[config.mk]
export PLATFORM = sky130hd
export DESIGN_NAME = var_delay_pipe_flat
export DESIGN_NICKNAME = d
export VERILOG_FILES = /design/src/rtl/var_delay_pipe_pkg.sv /design/src/rtl/var_delay_pipe_if.sv /design/src/rtl/var_delay_pipe_tap_mux.sv /design/src/rtl/var_delay_pipe.sv /design/src/flat_wrapper.sv
export SDC_FILE = /design/constraint.sdc
export NUM_CORES = 2
export LEC_CHECK = 0
export CORE_MARGIN = 2
export CORE_UTILIZATION = 40
export CTS_BUF_LIST = sky130_fd_sc_hd__clkbuf_2
export DETAILED_ROUTE_END_ITERATION = 10
export MAX_ROUTING_LAYER = met4
export PLACE_DENSITY = 0.57
export SYNTH_ARGS = -nofsm -noshare
export SYNTH_HDL_FRONTEND = slang
export SYNTH_HIERARCHICAL = 1
export SYNTH_SLANG_ARGS = --single-unit
[constraint.sdc]
create_clock -name clk -period 57.7 [get_ports clk]
set_clock_uncertainty 0.15 [all_clocks]
set_input_delay 8.655 -clock clk [delete_from_list [all_inputs] [get_ports clk]]
set_output_delay 8.655 -clock clk [all_outputs]
set_load 0.01 [all_outputs]
[src/rtl/var_delay_pipe_pkg.sv]
// -----------------------------------------------------------------------------
// var_delay_pkg
//   Shared types and defaults for the runtime-configurable delay line.
//   - delay_width(): width of a field that must hold 0..max_delay
//   - *_DEF localparams: default geometry used by the top and its interface
//   - delay_t / lane_vec_t: convenience types for the default geometry
//   - cfg_state_t: states of the delay-change controller
// -----------------------------------------------------------------------------
package var_delay_pkg;

    function automatic int unsigned delay_width(input int unsigned max_delay);
        return $clog2(max_delay + 1);
    endfunction

    localparam int unsigned WIDTH_DEF         = 32;
    localparam int unsigned LANES_DEF         = 2;
    localparam int unsigned MAX_DELAY_DEF     = 16;
    localparam int unsigned DEFAULT_DELAY_DEF = 3;
    localparam int unsigned DW_DEF            = delay_width(MAX_DELAY_DEF);

    typedef logic [DW_DEF-1:0]                  delay_t;
    typedef logic [LANES_DEF*WIDTH_DEF-1:0]     lane_vec_t;

    typedef enum logic [0:0] {
        CFG_IDLE    = 1'b0,
        CFG_PENDING = 1'b1
    } cfg_state_t;

endpackage

[src/rtl/var_delay_pipe_if.sv]
// -----------------------------------------------------------------------------
// var_delay_pipe_if
//   Bundles the stream, control and configuration signals of var_delay_pipe.
//   master: upstream/controller side (drives en, flush, in_*, cfg_load/delay)
//   slave : the delay line (drives cfg_busy, cur_delay, occupancy, out_*)
//   in_data/out_data carry LANES lanes of WIDTH bits, lane0 in the LSBs.
// -----------------------------------------------------------------------------
interface var_delay_pipe_if
    import var_delay_pkg::*;
#(
    parameter int unsigned WIDTH     = WIDTH_DEF,
    parameter int unsigned LANES     = LANES_DEF,
    parameter int unsigned MAX_DELAY = MAX_DELAY_DEF
);
    localparam int unsigned DW = delay_width(MAX_DELAY);

    logic                   en;
    logic                   flush;
    logic                   in_valid;
    logic [LANES*WIDTH-1:0] in_data;
    logic                   cfg_load;
    logic [DW-1:0]          cfg_delay;
    logic                   cfg_busy;
    logic [DW-1:0]          cur_delay;
    logic [DW-1:0]          occupancy;
    logic                   out_valid;
    logic [LANES*WIDTH-1:0] out_data;

    modport master (
        output en, flush, in_valid, in_data, cfg_load, cfg_delay,
        input  cfg_busy, cur_delay, occupancy, out_valid, out_data
    );

    modport slave (
        input  en, flush, in_valid, in_data, cfg_load, cfg_delay,
        output cfg_busy, cur_delay, occupancy, out_valid, out_data
    );

endinterface

[src/rtl/var_delay_pipe_tap_mux.sv]
// -----------------------------------------------------------------------------
// var_delay_tap_mux
//   Combinational tap select for a shift-register delay line.
//   delay_i == 1       -> tap the line input directly
//   delay_i == 2..N+1  -> tap stage[delay_i-2]
//   Any other value falls back to the line input.
//   Ports: delay_i, in_valid_i/in_data_i, stage_valid_i/stage_data_i[NSTAGES],
//          tap_valid_o/tap_data_o.
// -----------------------------------------------------------------------------
module var_delay_tap_mux #(
    parameter int unsigned DATA_W  = 64,
    parameter int unsigned NSTAGES = 15,
    parameter int unsigned DW      = 5
) (
    input  logic [DW-1:0]     delay_i,
    input  logic              in_valid_i,
    input  logic [DATA_W-1:0] in_data_i,
    input  logic [NSTAGES-1:0] stage_valid_i,
    input  logic [DATA_W-1:0] stage_data_i [NSTAGES],
    output logic              tap_valid_o,
    output logic [DATA_W-1:0] tap_data_o
);

    // NOTE: every output gets a value before any condition is tested, so no
    // path through this block leaves it unassigned and no latch is inferred.
    always_comb begin
        tap_valid_o = in_valid_i;
        tap_data_o  = in_data_i;
        for (int i = 0; i < int'(NSTAGES); i++) begin
            if (delay_i == DW'(i + 2)) begin
                tap_valid_o = stage_valid_i[i];
                tap_data_o  = stage_data_i[i];
            end
        end
    end

endmodule

[src/rtl/var_delay_pipe.sv]
// -----------------------------------------------------------------------------
// var_delay_pipe
//   Multi-lane, stallable delay line whose latency (1..MAX_DELAY) is changed
//   at runtime. A requested change waits until no valid beat is in flight so
//   nothing is lost or duplicated. Output data is zero whenever out_valid=0.
//   Ports: clk, rst (async, active high), bus (var_delay_pipe_if.slave):
//     en, flush, in_valid, in_data, cfg_load, cfg_delay   (inputs)
//     cfg_busy, cur_delay, occupancy, out_valid, out_data (outputs)
// -----------------------------------------------------------------------------
module var_delay_pipe
    import var_delay_pkg::*;
#(
    parameter int unsigned WIDTH         = WIDTH_DEF,
    parameter int unsigned LANES         = LANES_DEF,
    parameter int unsigned MAX_DELAY     = MAX_DELAY_DEF,
    parameter int unsigned DEFAULT_DELAY = DEFAULT_DELAY_DEF
) (
    input logic             clk,
    input logic             rst,
    var_delay_pipe_if.slave bus
);

    localparam int unsigned DW      = delay_width(MAX_DELAY);
    localparam int unsigned DATA_W  = LANES * WIDTH;
    localparam int unsigned NSTAGES = MAX_DELAY - 1;

    // Stage storage s[0..MAX_DELAY-2] plus the output register.
    logic [NSTAGES-1:0] stage_valid_q, stage_valid_d;
    logic [DATA_W-1:0]  stage_data_q [NSTAGES];
    logic               out_valid_q, out_valid_d;
    logic [DATA_W-1:0]  out_data_q, out_data_d;

    // Occupancy and delay-change controller.
    logic [DW-1:0] occ_q, occ_d;
    cfg_state_t    cfg_state_q, cfg_state_d;
    logic [DW-1:0] pend_q, pend_d;
    logic [DW-1:0] cur_delay_q, cur_delay_d;
    logic [DW-1:0] cfg_clamped;
    logic          apply_cfg;

    logic              accept;
    logic              retire;
    logic              tap_valid;
    logic [DATA_W-1:0] tap_data;

    assign accept = bus.en && bus.in_valid;
    assign retire = bus.en && out_valid_q;

    var_delay_tap_mux #(
        .DATA_W  (DATA_W),
        .NSTAGES (NSTAGES),
        .DW      (DW)
    ) u_tap_mux (
        .delay_i       (cur_delay_q),
        .in_valid_i    (bus.in_valid),
        .in_data_i     (bus.in_data),
        .stage_valid_i (stage_valid_q),
        .stage_data_i  (stage_data_q),
        .tap_valid_o   (tap_valid),
        .tap_data_o    (tap_data)
    );

    // ---------------- stage valids and output register -----------------
    always_comb begin
        stage_valid_d = stage_valid_q;
        // Applying a new delay also purges stale beats sitting past the old
        // tap; they would otherwise surface under a longer delay.
        if (bus.flush || apply_cfg) begin
            stage_valid_d = '0;
        end else if (bus.en) begin
            stage_valid_d[0] = bus.in_valid;
            for (int i = 1; i < int'(NSTAGES); i++) begin
                stage_valid_d[i] = stage_valid_q[i-1];
            end
        end
    end

    always_comb begin
        out_valid_d = out_valid_q;
        out_data_d  = out_data_q;
        if (bus.flush) begin
            out_valid_d = 1'b0;
            out_data_d  = '0;
        end else if (bus.en) begin
            out_valid_d = tap_valid;
            out_data_d  = tap_valid ? tap_data : '0;
        end
    end

    // NOTE: state registers use non-blocking assignments so every flop
    // samples pre-edge values regardless of statement order.
    always_ff @(posedge clk or posedge rst) begin
        if (rst) begin
            stage_valid_q <= '0;
            out_valid_q   <= 1'b0;
            out_data_q    <= '0;
        end else begin
            stage_valid_q <= stage_valid_d;
            out_valid_q   <= out_valid_d;
            out_data_q    <= out_data_d;
        end
    end

    // Stage data only shifts; flush leaves it stale since the valids mask it.
    // NOTE: this is a flop array, not RAM, so it can take the async reset;
    // clearing it keeps post-reset state fully deterministic.
    always_ff @(posedge clk or posedge rst) begin
        if (rst) begin
            for (int i = 0; i < int'(NSTAGES); i++) begin
                stage_data_q[i] <= '0;
            end
        end else if (bus.en) begin
            stage_data_q[0] <= bus.in_data;
            for (int i = 1; i < int'(NSTAGES); i++) begin
                stage_data_q[i] <= stage_data_q[i-1];
            end
        end
    end

    // ---------------- occupancy ----------------------------------------
    always_comb begin
        occ_d = occ_q;
        if (bus.flush) begin
            occ_d = '0;
        end else if (accept && !retire) begin
            occ_d = occ_q + DW'(1);
        end else if (!accept && retire) begin
            occ_d = occ_q - DW'(1);
        end
    end

    // ---------------- delay-change controller --------------------------
    always_comb begin
        cfg_clamped = bus.cfg_delay;
        if (bus.cfg_delay == '0) begin
            cfg_clamped = DW'(1);
        end else if (bus.cfg_delay > DW'(MAX_DELAY)) begin
            cfg_clamped = DW'(MAX_DELAY);
        end
    end

    always_comb begin
        cfg_state_d = cfg_state_q;
        pend_d      = pend_q;
        cur_delay_d = cur_delay_q;
        apply_cfg   = 1'b0;
        if (bus.cfg_load) begin
            // Last request wins; a load also holds off the apply for a cycle.
            pend_d      = cfg_clamped;
            cfg_state_d = CFG_PENDING;
        end else begin
            case (cfg_state_q)
                CFG_IDLE: cfg_state_d = CFG_IDLE;
                CFG_PENDING: begin
                    // Only switch with nothing in flight and nothing arriving;
                    // a flush edge is left to settle before the switch.
                    if (occ_q == '0 && !accept && !bus.flush) begin
                        apply_cfg   = 1'b1;
                        cur_delay_d = pend_q;
                        cfg_state_d = CFG_IDLE;
                    end
                end
                default: cfg_state_d = CFG_IDLE;
            endcase
        end
    end

    always_ff @(posedge clk or posedge rst) begin
        if (rst) begin
            occ_q       <= '0;
            cfg_state_q <= CFG_IDLE;
            pend_q      <= '0;
            cur_delay_q <= DW'(DEFAULT_DELAY);
        end else begin
            occ_q       <= occ_d;
            cfg_state_q <= cfg_state_d;
            pend_q      <= pend_d;
            cur_delay_q <= cur_delay_d;
        end
    end

    assign bus.cfg_busy  = (cfg_state_q == CFG_PENDING);
    assign bus.cur_delay = cur_delay_q;
    assign bus.occupancy = occ_q;
    assign bus.out_valid = out_valid_q;
    assign bus.out_data  = out_data_q;

endmodule

[src/flat_wrapper.sv]
// flat-port wrapper written by rule: the top's interface ports become plain ports
module var_delay_pipe_flat import var_delay_pkg::*;
#(
    parameter int unsigned WIDTH         = WIDTH_DEF,
    parameter int unsigned LANES         = LANES_DEF,
    parameter int unsigned MAX_DELAY     = MAX_DELAY_DEF,
    parameter int unsigned DEFAULT_DELAY = DEFAULT_DELAY_DEF
)
  (clk, rst, bus_en, bus_flush, bus_in_valid, bus_in_data, bus_cfg_load, bus_cfg_delay, bus_cfg_busy, bus_cur_delay, bus_occupancy, bus_out_valid, bus_out_data);
  var_delay_pipe_if #(.WIDTH(WIDTH), .LANES(LANES), .MAX_DELAY(MAX_DELAY)) bus_i ();
  input logic clk;
  input logic rst;
  input wire logic [$bits(bus_i.en)-1:0] bus_en;
  input wire logic [$bits(bus_i.flush)-1:0] bus_flush;
  input wire logic [$bits(bus_i.in_valid)-1:0] bus_in_valid;
  input wire logic [$bits(bus_i.in_data)-1:0] bus_in_data;
  input wire logic [$bits(bus_i.cfg_load)-1:0] bus_cfg_load;
  input wire logic [$bits(bus_i.cfg_delay)-1:0] bus_cfg_delay;
  output wire logic [$bits(bus_i.cfg_busy)-1:0] bus_cfg_busy;
  output wire logic [$bits(bus_i.cur_delay)-1:0] bus_cur_delay;
  output wire logic [$bits(bus_i.occupancy)-1:0] bus_occupancy;
  output wire logic [$bits(bus_i.out_valid)-1:0] bus_out_valid;
  output wire logic [$bits(bus_i.out_data)-1:0] bus_out_data;
  assign bus_i.en = bus_en;
  assign bus_i.flush = bus_flush;
  assign bus_i.in_valid = bus_in_valid;
  assign bus_i.in_data = bus_in_data;
  assign bus_i.cfg_load = bus_cfg_load;
  assign bus_i.cfg_delay = bus_cfg_delay;
  assign bus_cfg_busy = bus_i.cfg_busy;
  assign bus_cur_delay = bus_i.cur_delay;
  assign bus_occupancy = bus_i.occupancy;
  assign bus_out_valid = bus_i.out_valid;
  assign bus_out_data = bus_i.out_data;
  var_delay_pipe #(.WIDTH(WIDTH), .LANES(LANES), .MAX_DELAY(MAX_DELAY), .DEFAULT_DELAY(DEFAULT_DELAY)) u_core (.clk(clk), .rst(rst), .bus(bus_i));
endmodule
==> results by stage <==
Pwr:
- The worst IR drop on VDD is 0.00003496 V.
- The switching part of the total power is 0.4016.
- The power per cell area is 51.46 mW/mm2.
- The part of the power in the clock network is 0.185.
- The reported leakage power is between 20 and 25 nW.
- The share of total power dissipated in sequential elements is 0.456.
- The internal portion of total power is 0.001624 W.
- Total power for the finished layout comes to 0.002715 W.
- The share of total power dissipated in combinational logic is 0.358.
- Summed over all nets, the switching power comes to 0.001090 W.

Global route:
- After global routing the overflow that remains totals 0.
- Entering global routing, the biggest net connects 173 pins.
- The number of antenna violations at the first check in global routing is 7.
- The first global-routing pass estimated around 220000 um of wire.
- In the global route stage, overall resource usage came out at 0.2449.
- The number of global-route vias before repair is 33098.

Logic synthesis:
- The cell type with the largest total area after synthesis is sky130_fd_sc_hd__dfrtp_1.
- The most frequently used flop master after synthesis is sky130_fd_sc_hd__dfrtp_1.
- Of the synthesized area, sequential elements account for 0.5535.
- The top cell type's share of synthesized area is 0.5524.
- The cell area after synthesis is 0.04775 mm2.
- The number of instances in the synthesized netlist is 3755.
- The average instance area after synthesis is 12.72 um2.
- The count of different cell masters after synthesis is between 70 and 80.
- The total nets after synthesis is 3835.
- The share of flip-flops with an asynchronous set or reset after synthesis is 1.000.
- The warning count from the yosys run is 6.
- After synthesis, the cell types taking the most area are sky130_fd_sc_hd__dfrtp_1 (55%), sky130_fd_sc_hd__mux2_2 (23%), sky130_fd_sc_hd__o21ai_0 (1.9%).
- The number of flops mapped to enable cells by yosys is 0.
- The number of storage elements in the synthesis netlist is 1056.

Layout:
- The final standard cell utilization of the core is 0.4461.
- Across the whole layout, storage elements account for 0.02643 mm2.
- The layout cell share with drive strength beyond 1 is 0.3732.
- The final net count is 4054.
- Fill cells in the final layout number 11096.
- The area growth from synthesis to layout is 10.47%.
- The area used by multi-input combinational logic is between 0.015 and 0.02 mm2.

STA:
- For the pin with the worst max-slew slack, the measured transition is 1.417 ns.
- Setup violations remaining at the end of the flow were counted as 0.
- The setup TNS after final layout is 0 ns.
- Hold is met by 0.3127 ns.
- In this run the tightest slew margin relative to its limit is 0.03096.
- Setup repair after global routing left no endpoint under its margin.
- The time the worst path needs with I/O delays and setup is 12.19 ns.
- Across all setup checks in the final design, the least slack found is 45.51 ns.
- The final count of hold timing violations is 0.
- The maximum frequency from static timing analysis is 82.03 MHz.
- The max-slew violation count was 0.
- Of the available clock period, the critical path in the final layout requires 0.2113.

CTS:
- The post-CTS setup-driven buffer insertion count is 0.
- The count of cells resized by post-cts repair is 0.
- The H-tree generated during clock tree synthesis spans 5 levels.
- The largest buffer count on any clock path is 4.
- Clock tree synthesis selected as its root buffer the cell sky130_fd_sc_hd__clkbuf_2.
- The clock sink count is ~1100.
- The clock latency reported for the late side of the worst-skew pair is around 1.6 ns.
- The CTS tree is yes.
- The number of buffers inserted during clock tree synthesis is 294.
- The clock-pin slew reported for the worst setup and hold paths after clock tree synthesis is 0.11 ns.
- The count of hold buffers inserted by post-cts repair is 0.

Setup path:
- The setup path with the least slack is of type primary input to register.
- The sort of element at the end of the critical path is a register.
- STA puts the critical path data required time at 58.91 ns.
- The worst setup path is launched from a primary input.
- The worst endpoint data arrival time is ~13 ns.
- The maximum fanout encountered on the critical timing path is ~120.

Floorplan:
- The total number of placement rows is 126.
- The die area is 0.1222 mm2.
- The top-level port count is 151.
- The initial core utilization is 0.4039.
- The area of the placeable core is between 0.1 and 0.15 mm2.
- The die is 349.5 um tall.
- The die width is 349.5 um.

Detailed routing:
- The first detailed-routing pass ran for 6 iterations.
- The total routed wirelength is 145600 um.
- The total DRC errors in the routed layout is 0.
- After detailed routing, the number of vias per cell comes to 5.898.
- The routed layout has 33455 vias.
- The remaining number of nets flagged by the antenna check after routing is 0.
- The mean routed wirelength per cell is 25.68 um.
- The count of routing violations after the opening detailed-route iteration is 3306.

Placement:
- The sum of net half-perimeters after detailed placement is 89100 um.
- The pre-CTS setup slack is 43.95 ns.
- The placer congestion estimate is between 0.8 and 0.9.
- In this run the tool buffered the top-level ports with 150 buffer cells.

Status:
- The run finished, with violations left.
- The final reports fail on max-capacitance violations.

Flow run:
- Across the run, the number of max-cap violations was 1.

Worst hold path:
- The tightest min-delay check is of the register to register type.
-- final cells by class --
class	instances	share of cell area
timing repair buffer	222	0.03999
multi-input combinational	2394	0.3784
clock inverter	33	0.003392
inverter	6	0.0005693
clock buffer	421	0.03994
tap	1536	0.03643
antenna	4	0.0001898
sequential	1056	0.5011
-- worst max-delay path, stage by stage --
cell and delay [ns]:
sky130_fd_sc_hd__buf_8 0.61, sky130_fd_sc_hd__buf_4 0.88, sky130_fd_sc_hd__buf_4 0.86, sky130_fd_sc_hd__buf_4 0.84, sky130_fd_sc_hd__buf_4 0.86, sky130_fd_sc_hd__mux2_2 0.42
-- stage by stage --
step | std cells | cell area [um2]
after floorplan | 3755 | 47750
after global placement | 5214 | 50450
after detailed placement | 5214 | 50450
after CTS | 5668 | 52740
after global routing | 5671 | 52750
final | 5672 | 52750
-- power by group through the flow --
stage / Combinational (W) / Clock, W / Sequential (W)
5_1_grt: 0.00103 / 0.000562 / 0.00128
6_report: 0.000973 / 0.000502 / 0.00124
3_3_place_gp: 0.000944 / 0 / 0.00124
4_1_cts: 0.000961 / 0.000522 / 0.00123
3_5_place_dp: 0.000957 / 0 / 0.00125
2_1_floorplan: 0.000617 / 0 / 0.00118
-- state kept, by name (all words and copies together), names as in the netlist --
name	count
u_core/stage_valid_q	15
u_core/bus.out_data	64
u_core/bus.out_valid	1
u_core/stage_data_q	960
u_core/pend_q	5
u_core/bus.occupancy	5
u_core/bus.cur_delay	5
u_core/bus.cfg_busy	1
-- metal layers --
| metal | global-route usage | vias up | wire length, um |
|---|---|---|---|
| li1 | - | 14695 | - |
| met1 | 0.3676 | 17342 | 70650 |
| met2 | 0.3314 | 1232 | 60860 |
| met3 | 0.04975 | 186 | 11100 |
| met4 | 0.07011 | 0 | 3038 |
| met5 | - | - | 0 |
-- kinds of logic (layout without fill, tap and decap cells) --
group	after synthesis	after routing	synth area share
flip-flops	1056	1056	0.5535
multiplexers	1009	1009	0.2369
AO/OA/AOI/OAI	936	936	0.1326
AND/OR/NAND/NOR	440	440	0.04389
buffers and inverters	305	682	0.03102
adder cells (fa/ha/maj)	5	5	0.001467
XOR/XNOR	4	4	0.0007338
other	0	4	0
-- path summary, 6_finish.rpt --
check / from / slack (ns) / cells after the start / to
setup / recovery: bus_en / 45.51 / 6 / u_core/stage_data_q[895]$_DFFE_PP0P_
hold / removal: u_core/stage_data_q[390]$_DFFE_PP0P_ / 0.31 / 1 / u_core/stage_data_q[326]$_DFFE_PP0P_
setup reg to reg: u_core/bus.cur_delay[0]$_DFFE_PP1P_ / 52.18 / 11 / u_core/bus.out_data[61]$_DFFE_PP0P_
hold reg to reg: u_core/stage_data_q[390]$_DFFE_PP0P_ / 0.31 / 1 / u_core/stage_data_q[326]$_DFFE_PP0P_
max in group asynchronous: rst / 45.70 / 6 / u_core/stage_data_q[752]$_DFFE_PP0P_
min in group asynchronous: rst / 7.53 / 2 / u_core/stage_data_q[216]$_DFFE_PP0P_
-- cell usage in the layout, fill, tap and decap left out, types with 11 or more instances in the layout --
master and n:
sky130_fd_sc_hd__nor2_1 151, sky130_fd_sc_hd__nand2b_1 16, sky130_fd_sc_hd__clkdlybuf4s50_1 149, sky130_fd_sc_hd__o21ai_0 181
sky130_fd_sc_hd__dfrtp_1 1053, sky130_fd_sc_hd__clkinv_1 22, sky130_fd_sc_hd__clkbuf_2 421, sky130_fd_sc_hd__a221oi_1 63
sky130_fd_sc_hd__o21ai_1 52, sky130_fd_sc_hd__a21o_1 17, sky130_fd_sc_hd__a221o_1 17, sky130_fd_sc_hd__mux2_2 968
sky130_fd_sc_hd__o221ai_1 41, sky130_fd_sc_hd__o221a_2 19, sky130_fd_sc_hd__mux2i_1 41, sky130_fd_sc_hd__nor4_1 14
sky130_fd_sc_hd__buf_4 67, sky130_fd_sc_hd__nand4_1 22, sky130_fd_sc_hd__o21a_1 11, sky130_fd_sc_hd__a21oi_1 161
sky130_fd_sc_hd__o22ai_1 112, sky130_fd_sc_hd__a222oi_1 24, sky130_fd_sc_hd__nor3_1 47, sky130_fd_sc_hd__a22o_1 80
sky130_fd_sc_hd__nand2_1 109, sky130_fd_sc_hd__o31ai_1 23, sky130_fd_sc_hd__a31oi_1 17, sky130_fd_sc_hd__o211ai_1 15
sky130_fd_sc_hd__a22oi_1 63
-- Yosys cell counts, types with 11 or more instances --
master                        n
sky130_fd_sc_hd__a21o_1      17
sky130_fd_sc_hd__a21oi_1    161
sky130_fd_sc_hd__a221o_1     17
sky130_fd_sc_hd__a221oi_1    63
sky130_fd_sc_hd__a222oi_1    24
sky130_fd_sc_hd__a22o_1      80
sky130_fd_sc_hd__a22oi_1     63
sky130_fd_sc_hd__a31oi_1     17
sky130_fd_sc_hd__buf_2      163
sky130_fd_sc_hd__buf_6       11
sky130_fd_sc_hd__clkbuf_1   109
sky130_fd_sc_hd__dfrtp_1   1054
sky130_fd_sc_hd__mux2_2     968
sky130_fd_sc_hd__mux2i_1     41
sky130_fd_sc_hd__nand2_1    111
sky130_fd_sc_hd__nand2b_1    16
sky130_fd_sc_hd__nand3_1     11
sky130_fd_sc_hd__nand4_1     22
sky130_fd_sc_hd__nor2_1     160
sky130_fd_sc_hd__nor3_1      47
sky130_fd_sc_hd__nor4_1      14
sky130_fd_sc_hd__o211ai_1    15
sky130_fd_sc_hd__o21a_1      11
sky130_fd_sc_hd__o21ai_0    181
sky130_fd_sc_hd__o21ai_1     52
sky130_fd_sc_hd__o221a_2     19
sky130_fd_sc_hd__o221ai_1    41
sky130_fd_sc_hd__o22ai_1    112
sky130_fd_sc_hd__o31ai_1     23
Power figures use the tool's default switching activity.
